**src/rtl/sequenciador_passos.sv**
```systemverilog
// Step sequencer: on Start walks Passo from 0 to ULTIMO, one step per clock, then holds Pronto until Ack.
// Optional feature: define SEQUENCIADOR_ABORT_EN to add the Abort input that cancels a running sequence.
module sequenciador_passos #(
    parameter int unsigned ULTIMO = 7
) (
    input  logic       Clk,
    input  logic       Reset,
    input  logic       Start,
    input  logic       Ack,
`ifdef SEQUENCIADOR_ABORT_EN
    input  logic       Abort,
`endif
    output logic [2:0] Passo,
    output logic       Ativo,
    output logic       Ultimo,
    output logic       Pronto,
    output logic       Ocupado,
    output logic [1:0] Estado
);

    // Handshake: Start is a level request taken only in OCIOSO; Pronto stays high in FIM
    // until Ack is seen there. A request or Ack arriving in any other state is dropped, not queued.
    typedef enum logic [1:0] {
        OCIOSO   = 2'b00,
        CONTANDO = 2'b01,
        FIM      = 2'b10,
        INVALIDO = 2'b11
    } estado_t;

    localparam logic [2:0] ULTIMO_P = 3'(ULTIMO);

    estado_t    estado_q, estado_d;
    logic [2:0] passo_q, passo_d;
    logic       limpa, habilita;
    logic       cancela;

`ifdef SEQUENCIADOR_ABORT_EN
    assign cancela = Abort;
`else
    assign cancela = 1'b0;
`endif

    always_ff @(posedge Clk or posedge Reset) begin
        if (Reset) begin
            estado_q <= OCIOSO;
        end else begin
            estado_q <= estado_d;
        end
    end

    always_comb begin
        estado_d = estado_q;
        limpa    = 1'b0;
        habilita = 1'b0;
        case (estado_q)
            OCIOSO: begin
                limpa = 1'b1;
                if (Start) begin
                    estado_d = CONTANDO;
                end
            end
            CONTANDO: begin
                if (cancela) begin
                    estado_d = OCIOSO;
                    limpa    = 1'b1;
                end else if (passo_q == ULTIMO_P) begin
                    estado_d = FIM;
                end else begin
                    habilita = 1'b1;
                end
            end
            FIM: begin
                if (cancela || Ack) begin
                    estado_d = OCIOSO;
                    limpa    = 1'b1;
                end
            end
            default: begin
                estado_d = OCIOSO;
                limpa    = 1'b1;
            end
        endcase
    end

    // Step counter: clear dominates enable; it never wraps because the FSM stops at ULTIMO.
    always_comb begin
        passo_d = passo_q;
        if (limpa) begin
            passo_d = 3'd0;
        end else if (habilita) begin
            passo_d = passo_q + 3'd1;
        end
    end

    always_ff @(posedge Clk or posedge Reset) begin
        if (Reset) begin
            passo_q <= 3'd0;
        end else begin
            passo_q <= passo_d;
        end
    end

    always_comb begin
        Passo   = passo_q;
        Ativo   = (estado_q == CONTANDO);
        Ultimo  = (estado_q == CONTANDO) && (passo_q == ULTIMO_P);
        Pronto  = (estado_q == FIM);
        Ocupado = (estado_q != OCIOSO);
        Estado  = estado_q;
    end

endmodule

```
**config.mk**
```make
export PLATFORM = sky130hd
export DESIGN_NAME = sequenciador_passos
export DESIGN_NICKNAME = d
export VERILOG_FILES = /design/src/rtl/sequenciador_passos.sv
export SDC_FILE = /design/constraint.sdc
export NUM_CORES = 1
export LEC_CHECK = 0
export CORE_AREA = 2 2 39 41
export CTS_CLUSTER_DIAMETER = 100
export DETAILED_ROUTE_END_ITERATION = 8
export DIE_AREA = 0 0 41 43
export PLACE_DENSITY = 0.5
export SLEW_MARGIN = 20
export SYNTH_ARGS = -nofsm -noshare
export SYNTH_HDL_FRONTEND = slang
export SYNTH_SLANG_ARGS = --single-unit
export TNS_END_PERCENT = 50
```
**constraint.sdc**
```tcl
create_clock -name Clk -period 1.6 [get_ports Clk]
set_clock_uncertainty 0.15 [all_clocks]
set_input_delay 0.32 -clock Clk [delete_from_list [all_inputs] [get_ports Clk]]
set_output_delay 0.32 -clock Clk [all_outputs]
set_load 0.1 [all_outputs]
```
# After elaboration in Yosys (flattened, before gate mapping)
# Cells that the tools add are included.
[op_classes]
order_cmp = 0
shifts = 0
n_reduce_logical = 5
add_sub_neg = 1
mul = 0
n_bitwise = 0
eq_ne = 6
n_mux = 10
div_mod_pow = 0
[ops]
columns = ["cell", "n"]
rows = [
  ["2-to-1 mux 2 bit", 3],
  ["2-to-1 mux 3 bit", 2],
  ["one-hot mux 2 bit (3 select lines)", 1],
  ["!= test 2 bit, second input constant", 2],
  ["nonzero test 2 bit", 2],
  ["adder 3 x 1 -> 3 bit, second input constant", 1],
  ["== test 3 bit, second input constant", 1],
  ["2-to-1 mux 1 bit", 3],
  ["AND reduction 3 bit", 1],
  ["== test 2 x 1 -> 1 bit, second input constant", 1],
  ["== test 2 bit, second input constant", 1],
  ["zero test 2 bit", 1],
  ["!= test 2 x 1 -> 1 bit, second input constant", 1],
  ["one-hot mux 1 bit (2 select lines)", 1],
  ["logical AND 1 bit", 1],
]
[totals]
elab_cells = 24
latchBits = 0
out_inout_bits = 9
rom_bits = 0
memories = 0
mem_bits_rw = 0
reg_bits = 5
inputBits = 4

# Depth between registers and ports, before layout
# Gate-level depths: netlist (run 1).
[depth]
ltp_word = 5
mapped_depth = 4
ltp_nobuf = 4

# Least setup slack after synthesis (run 1)
# OpenSTA, ideal clock, no wires.
[synth_timing]
kind = "register -> output"
start = "register estado_q[0] (netlist: Estado[0])"
end = "output Ultimo"
n_path_buf = 0
path_slack_ps = -1615
t_arrival_ps = 2745
stages_incl_launch_ff = 3
t_required_ps = 1130
cell_sequence = "dfrtp_1 -> and2b_1 -> and2_1"
[synth_between]
elab_chain_len = 2
[synth_lines]
columns = ["element", "line", "source"]
rows = [
  ["start: declaration", "32", "estado_t estado_q, estado_d;"],
  ["start signal: assignment", "47", "estado_q <= estado_d;"],
  ["== test 2 x 1 -> 1 bit", "-", ""],
  ["net Ativo", "14", "output logic Ativo,"],
  ["logical AND 1 bit", "106", "Ultimo = (estado_q == CONTANDO) && (passo_q == ULTIMO_P);"],
  ["end: declaration", "15", "output logic Ultimo,"],
]
# The timed path passes the listed nets, and every way through them passes these cells.

# Worst setup path after layout (run 1)
[layout_timing]
start = "register passo_q[1] (netlist: Passo[1])"
end = "output Ultimo"
[layout_between]
elab_chain_len = 2
[layout_lines]
columns = ["element", "line", "source"]
rows = [
  ["start: declaration", "33", "logic [2:0] passo_q, passo_d;"],
  ["start signal: assignment", "99", "passo_q <= passo_d;"],
  ["== test 3 bit", "106", ""],
  ["logical AND 1 bit", "106", ""],
]
# No other way between the ends.

==> results by group, run 1 <==
Finish
  • Diode insertion count for antenna repair: 0
  • Area of the multi-input gates: 198.9 um2
  • Final instance area: 706.9 um2
  • Count of filler cells inserted in the layout: 118
  • Fraction of final layout cells sized beyond drive strength 1: 0.7059
  • Nets: 58
  • Sequential cell area: 141.4 um2
  • Area overhead of the layout relative to synthesis: 145.7%

Die
  • Count of boundary I/O pins: 13
  • Site row count: 14
  • Vertical die dimension: 43 um
  • Die footprint: 0.001763 mm2
  • Die W: 41 um
  • Initial core utilization: 0.2080
  • Placeable core area: 0.001384 mm2

Synthesis
  • Cell types with the largest area share after synthesis: sky130_fd_sc_hd__dfrtp_1 43%, sky130_fd_sc_hd__ha_1 8.7%, sky130_fd_sc_hd__a22o_1 6.1%
  • Most used DFF post-synth: sky130_fd_sc_hd__dfrtp_1
  • Mean post-synth cell area: 11.99 um2
  • Combined area of all synthesized cells: 287.8 um2
  • Ranking of synthesized cells by instance count: 5 x sky130_fd_sc_hd__dfrtp_1, 2 x sky130_fd_sc_hd__a22o_1, 2 x sky130_fd_sc_hd__ha_1, 2 x sky130_fd_sc_hd__nand2b_1
  • Synth async-reset ratio: 1.000
  • Post-synthesis net count: 30
  • EDFF count, synth: 0
  • Post-synth top area share: 0.4348
  • Total of warnings raised by yosys: 0
  • Dominant cell by count in the synthesized netlist: sky130_fd_sc_hd__dfrtp_1
  • Unique cell type count in the Yosys netlist: 17
  • Number of synthesized register bits: 5
  • Library cell occupying the most area in the post-synthesis netlist: sky130_fd_sc_hd__dfrtp_1
  • Syn Inst Count: 24
  • Sequential area share after synthesis: 0.4348

Setup path
  • Maximum fanout count along the critical path: 2
  • Crit Path Category: flip-flop to output pin
  • Critical path data required time: 1130 ps
  • Minimum setup slack among reg-to-reg paths: -140 ps
  • Data arrival, critical path: 1340 ps
  • R2R depth: 6
  • Endpoint kind of the worst setup timing path: output pin
  • Critical register-to-register path startpoint: Passo[1]
  • Cell with the largest stage delay on the worst path: sky130_fd_sc_hd__dfrtp_4
  • Worst reg2reg endpoint: Passo[1]
  • Buffering stage count on the worst path with inverters included: 1
  • Worst path max stage delay: 480 ps
  • Critical Path, Cell by Cell: ha_4 > ha_4 > and2_4 > buf_12
  • Worst Setup Start Kind: flip-flop
  • Family with the most delay on the worst path: flip-flops
  • Most used cell along the critical path: sky130_fd_sc_hd__ha_4

Routing
  • Routed Wire Length: 806 um
  • First-pass iteration count of the detailed router: 4
  • Detailed-route via count: 286
  • Initial detailed-routing violation count: 5
  • Antenna violation net count after detailed routing: 0
  • Wire length per cell after detailed routing: 12.03 um
  • Number of remaining DRC errors: 0
  • Vias per inst: 4.269

Global routing
  • Global route overflow: 0
  • First-pass GRT wire length: 1276 um
  • Initial antenna violation count: 0
  • Pin count of the biggest net entering global routing: 7
  • Number of global-route vias before repair: 300
  • Total Routing Usage GR: 0.1078

Worst hold path
  • Type of the worst min-delay path: input pin to async pin

CTS
  • H-tree level count: 1
  • CTS Root Cell: sky130_fd_sc_hd__clkbuf_4
  • Clock latency on the worst-skew pair: 240 ps
  • TritonCTS Sinks: 5
  • CTS Buffer Depth: 2
  • Clk slew on worst S/H paths: 50 ps
  • Clock tree from TritonCTS: done
  • CTS Hold Bufs: 0
  • Inserted Clock Buffers: 3

Timing
  • Fmax: 552.9 MHz
  • Final critical path time including I/O delays and setup: 1809 ps
  • Slew at the pin closest to its max-slew limit: 318.1 ps
  • Final Hold Viols: 0
  • Final Cycle Share: 1.130
  • # setup viols final: 7
  • Fin. max-slew vios: 0
  • Rel. slew slack: 0.7870
  • RSZ-0062 raised after global routing: yes
  • PnR worst setup slack: -208.7 ps

Run
  • Number of maximum-capacitance constraint violations: 0

Placement
  • I/O Buffers: 12
  • HPWL after detailed placement: 611.1 um
  • Area after detailed placement: 629.4 um2
  • Routability congestion estimate from global placement: 0.7229

Outcome
  • Run status: finished with violations
  • Violated checks: setup timing
final cells by class:
class,count,share of cell area
clock buffers,4,0.03717
inverters,1,0.005310
multi-input cells,18,0.2814
flip-flops and latches,5,0.2000
well taps,16,0.02832
repair buffers,23,0.4478
through the flow:
stage,hold WS [ps],TNS [ps],setup WS [ps],std cells,utilization
floorplan,-51.45,-798.2,-429.8,24,-
global placement,391.6,-5.182,-5.182,58,0.4548
detailed placement,395.8,-21.71,-12.26,58,0.4548
CTS,140.7,-751.8,-220.1,65,0.5000
global route,149.7,-1011,-238.3,67,0.5109
finish,135.9,-807.5,-208.7,67,0.5109
per-layer routing:
layer	vias up	share of wire	GRT usage	wire, um
li1	144	-	-	-
met4	0	0	0.06000	0
met3	0	0.038	0.01571	31
met5	-	0	0	0
met2	10	0.54	0.1656	432
met1	132	0.42	0.1364	342
how the worst max path moves through the flow:
stage	endpoint	startpoint	depth (start not counted)	slack [ps]
final	Ultimo	Passo[1]	4	-210
after global placement	Ultimo	Passo[1]	4	-5
after global routing	Ultimo	Passo[0]	4	-240
after floorplan	Ultimo	Estado[1]	2	-430
after detailed placement	Passo[1]	Passo[1]	5	-10
after CTS	Ultimo	Passo[0]	4	-220
what timing repair did:
item / in CTS / in global routing
gates resized for setup: 4 / 0
endpoints found under the setup margin: 6 / 7
pin swaps: 2 / 2
setup buffers: 3 / 2
placed cells by master (no fill, tap or decap):
master                            count
sky130_fd_sc_hd__and4b_1              1
sky130_fd_sc_hd__ha_4                 2
sky130_fd_sc_hd__and2b_4              1
sky130_fd_sc_hd__nand2b_1             2
sky130_fd_sc_hd__nor2b_4              1
sky130_fd_sc_hd__buf_4                7
sky130_fd_sc_hd__buf_6                3
sky130_fd_sc_hd__nor3b_2              1
sky130_fd_sc_hd__xnor2_1              1
sky130_fd_sc_hd__buf_12              10
sky130_fd_sc_hd__mux2_4               1
sky130_fd_sc_hd__a22o_1               2
sky130_fd_sc_hd__dfrtp_2              1
sky130_fd_sc_hd__a211o_1              1
sky130_fd_sc_hd__inv_1                1
sky130_fd_sc_hd__clkdlybuf4s50_1      3
sky130_fd_sc_hd__nor4bb_1             1
sky130_fd_sc_hd__clkbuf_4             3
sky130_fd_sc_hd__or2_4                1
sky130_fd_sc_hd__and2_4               1
sky130_fd_sc_hd__clkbuf_1             1
sky130_fd_sc_hd__a21oi_1              1
sky130_fd_sc_hd__a21o_1               1
sky130_fd_sc_hd__dfrtp_4              4
cell families (layout without fill, tap and decap cells):
logic type	count (synthesis)	in the layout	synth area share
multiplexers	1	1	0.05216
XOR/XNOR	1	1	0.03044
AND/OR/NAND/NOR	9	9	0.2479
flip-flops	5	5	0.4348
AO/OA/AOI/OAI	5	5	0.1348
adder cells (fa/ha/maj)	2	2	0.08694
buffers and inverters	1	28	0.01303
flip-flops by register name, indices dropped and copies added, names as in the netlist:
| name | cells |
|---|---|
| Estado | 2 |
| Passo | 3 |
Power of run 1 is not shown: default switching activity piles up to over one toggle a cycle in this logic, so the estimate is an artifact.
==> run 2, diff against run 1 <==
- CAP_MARGIN: not set -> 15
==> results of run 2 <==
Final layout, timing and power as in run 1 (identical DEF).
Power of run 2 is left out for the same reason.
==> run 3, diff against run 2 <==
- clock period: 1.6 -> 1.65 ns (I/O delays scaled with it)
==> results by group, run 3 (same netlist as run 1, synthesis figures left out) <==
Routing
  • Met3 wirelength from detailed routing: 38 um
  • Met1 layer wirelength in the final routing: 348 um
  • Antenna violation net count after detailed routing: 0
  • Wire length per cell after detailed routing: 12.26 um
  • Routed Wire Length: 846 um
  • Number of remaining DRC errors: 0
  • Highest routing layer actually used: met4
  • Initial detailed-routing violation count: 4
  • Detailed-route via count: 297
  • Vias per inst: 4.304
  • Routed length on met2: 422 um
  • First-pass iteration count of the detailed router: 4

Setup path
  • Capture point of the worst path: Ultimo
  • Data arrival, critical path: 1360 ps
  • Critical path data required time: 1170 ps
  • Endpoint kind of the worst setup timing path: output pin
  • Critical path launch point: Passo[0]
  • Maximum fanout count along the critical path: 2
  • Critical register-to-register path startpoint: Passo[0]
  • Worst reg2reg endpoint: Passo[1]
  • Worst Setup Start Kind: flip-flop
  • Crit Path Category: flip-flop to output pin
  • R2R depth: 6
  • Minimum setup slack among reg-to-reg paths: -100 ps

CTS
  • CTS Root Cell: sky130_fd_sc_hd__clkbuf_4
  • Inserted Clock Buffers: 3
  • Clock tree from TritonCTS: done
  • Clk slew on worst S/H paths: 50 ps
  • CTS Buffer Depth: 2
  • Clock latency on the worst-skew pair: 250 ps
  • TritonCTS Sinks: 5
  • H-tree level count: 1

Timing
  • Rel. slew slack: 0.7744
  • Fin. max-slew vios: 0
  • Final critical path time including I/O delays and setup: 1840 ps
  • # setup viols final: 5
  • RSZ-0062 raised after global routing: yes
  • Final Hold Viols: 0
  • Final worst hold slack: 132.2 ps
  • Fmax: 543.6 MHz
  • PnR worst setup slack: -189.7 ps
  • Final Cycle Share: 1.115
  • Slew at the pin closest to its max-slew limit: 336.9 ps

Global routing
  • Pin count of the biggest net entering global routing: 6
  • First-pass GRT wire length: 1276 um
  • Initial antenna violation count: 0
  • Number of global-route vias before repair: 303
  • Total Routing Usage GR: 0.1150
  • Global route overflow: 0

Finish
  • Area overhead of the layout relative to synthesis: 152.2%
  • Leading cell types in the layout, fill and taps excluded: 9 x sky130_fd_sc_hd__buf_12, 7 x sky130_fd_sc_hd__buf_6, 6 x sky130_fd_sc_hd__buf_4, 4 x sky130_fd_sc_hd__dfrtp_4
  • Nets: 60
  • Commonest non-fill, non-tap cell in the layout: sky130_fd_sc_hd__buf_12
  • Post-Layout Cell Count: 69
  • Diode insertion count for antenna repair: 0
  • Flip-flop count of the largest register after layout: 3
  • Layout Utilization: 0.5244
  • Fraction of final layout cells sized beyond drive strength 1: 0.7358

Placement
  • HPWL after detailed placement: 578.4 um
  • I/O Buffers: 12
  • Setup slack after placement: -12.72 ps
  • Routability congestion estimate from global placement: 0.7413
  • Post-placement cell count: 57

Die
  • Initial core utilization: 0.2080
  • Vertical die dimension: 43 um
  • Count of boundary I/O pins: 13
  • Site row count: 14
  • Die footprint: 0.001763 mm2
  • Die W: 41 um
  • Placeable core area: 0.001384 mm2

Worst hold path
  • Type of the worst min-delay path: input pin to async pin

Run
  • Number of maximum-capacitance constraint violations: 0

Outcome
  • Run status: finished with violations
  • Violated checks: setup timing
[run 3: how the worst min path moves through the flow]
stage                            to  slack, ps  depth (start not counted)  start
after global placement     Passo[1]        400                          2  Reset
after CTS                  Passo[1]        140                          2  Reset
final                      Passo[0]        130                          2  Reset
after floorplan           Estado[0]        -40                          1  Reset
after global routing       Passo[1]        180                          2  Reset
after detailed placement   Passo[0]        400                          2  Reset
[run 3: layout make-up]
class                   count  area (um2)
inverters                   1       3.754
flip-flops and latches      5       141.4
clock buffers               3       22.52
repair buffers             25       334.1
multi-input cells          18       198.9
well taps                  16       20.02
clock inverters             1       5.005
fillers                   134       658.1
[run 3: critical path, cell delays in order (launching register included)]
cell,delay [ps]
sky130_fd_sc_hd__dfrtp_4,490
sky130_fd_sc_hd__ha_4,170
sky130_fd_sc_hd__ha_4,150
sky130_fd_sc_hd__and2_4,140
sky130_fd_sc_hd__buf_12,160
[run 3: per-layer routing]
layer	global-route usage	up-vias
met5	0	-
met4	0.1200	0
met3	0.03665	4
met2	0.1625	10
met1	0.1209	137
li1	-	146
[run 3: metrics by stage]
stage	cell area [um2]	setup TNS [ps]
2_1_floorplan	321.6	-689.2
3_3_place_gp	589.3	0
3_5_place_dp	589.3	-19.68
4_1_cts	670.6	-464.7
5_1_grt	725.7	-696.8
6_report	725.7	-516.7
[run 3: what timing repair did]
action                     CTS  global route
gates resized for setup      3             7
pin swaps                    1             2
setup endpoints to repair    5             8
buffers inserted             4             4
gates cloned                 0             0
hold buffers                 0             0
Power of run 3 is left out for the same reason.
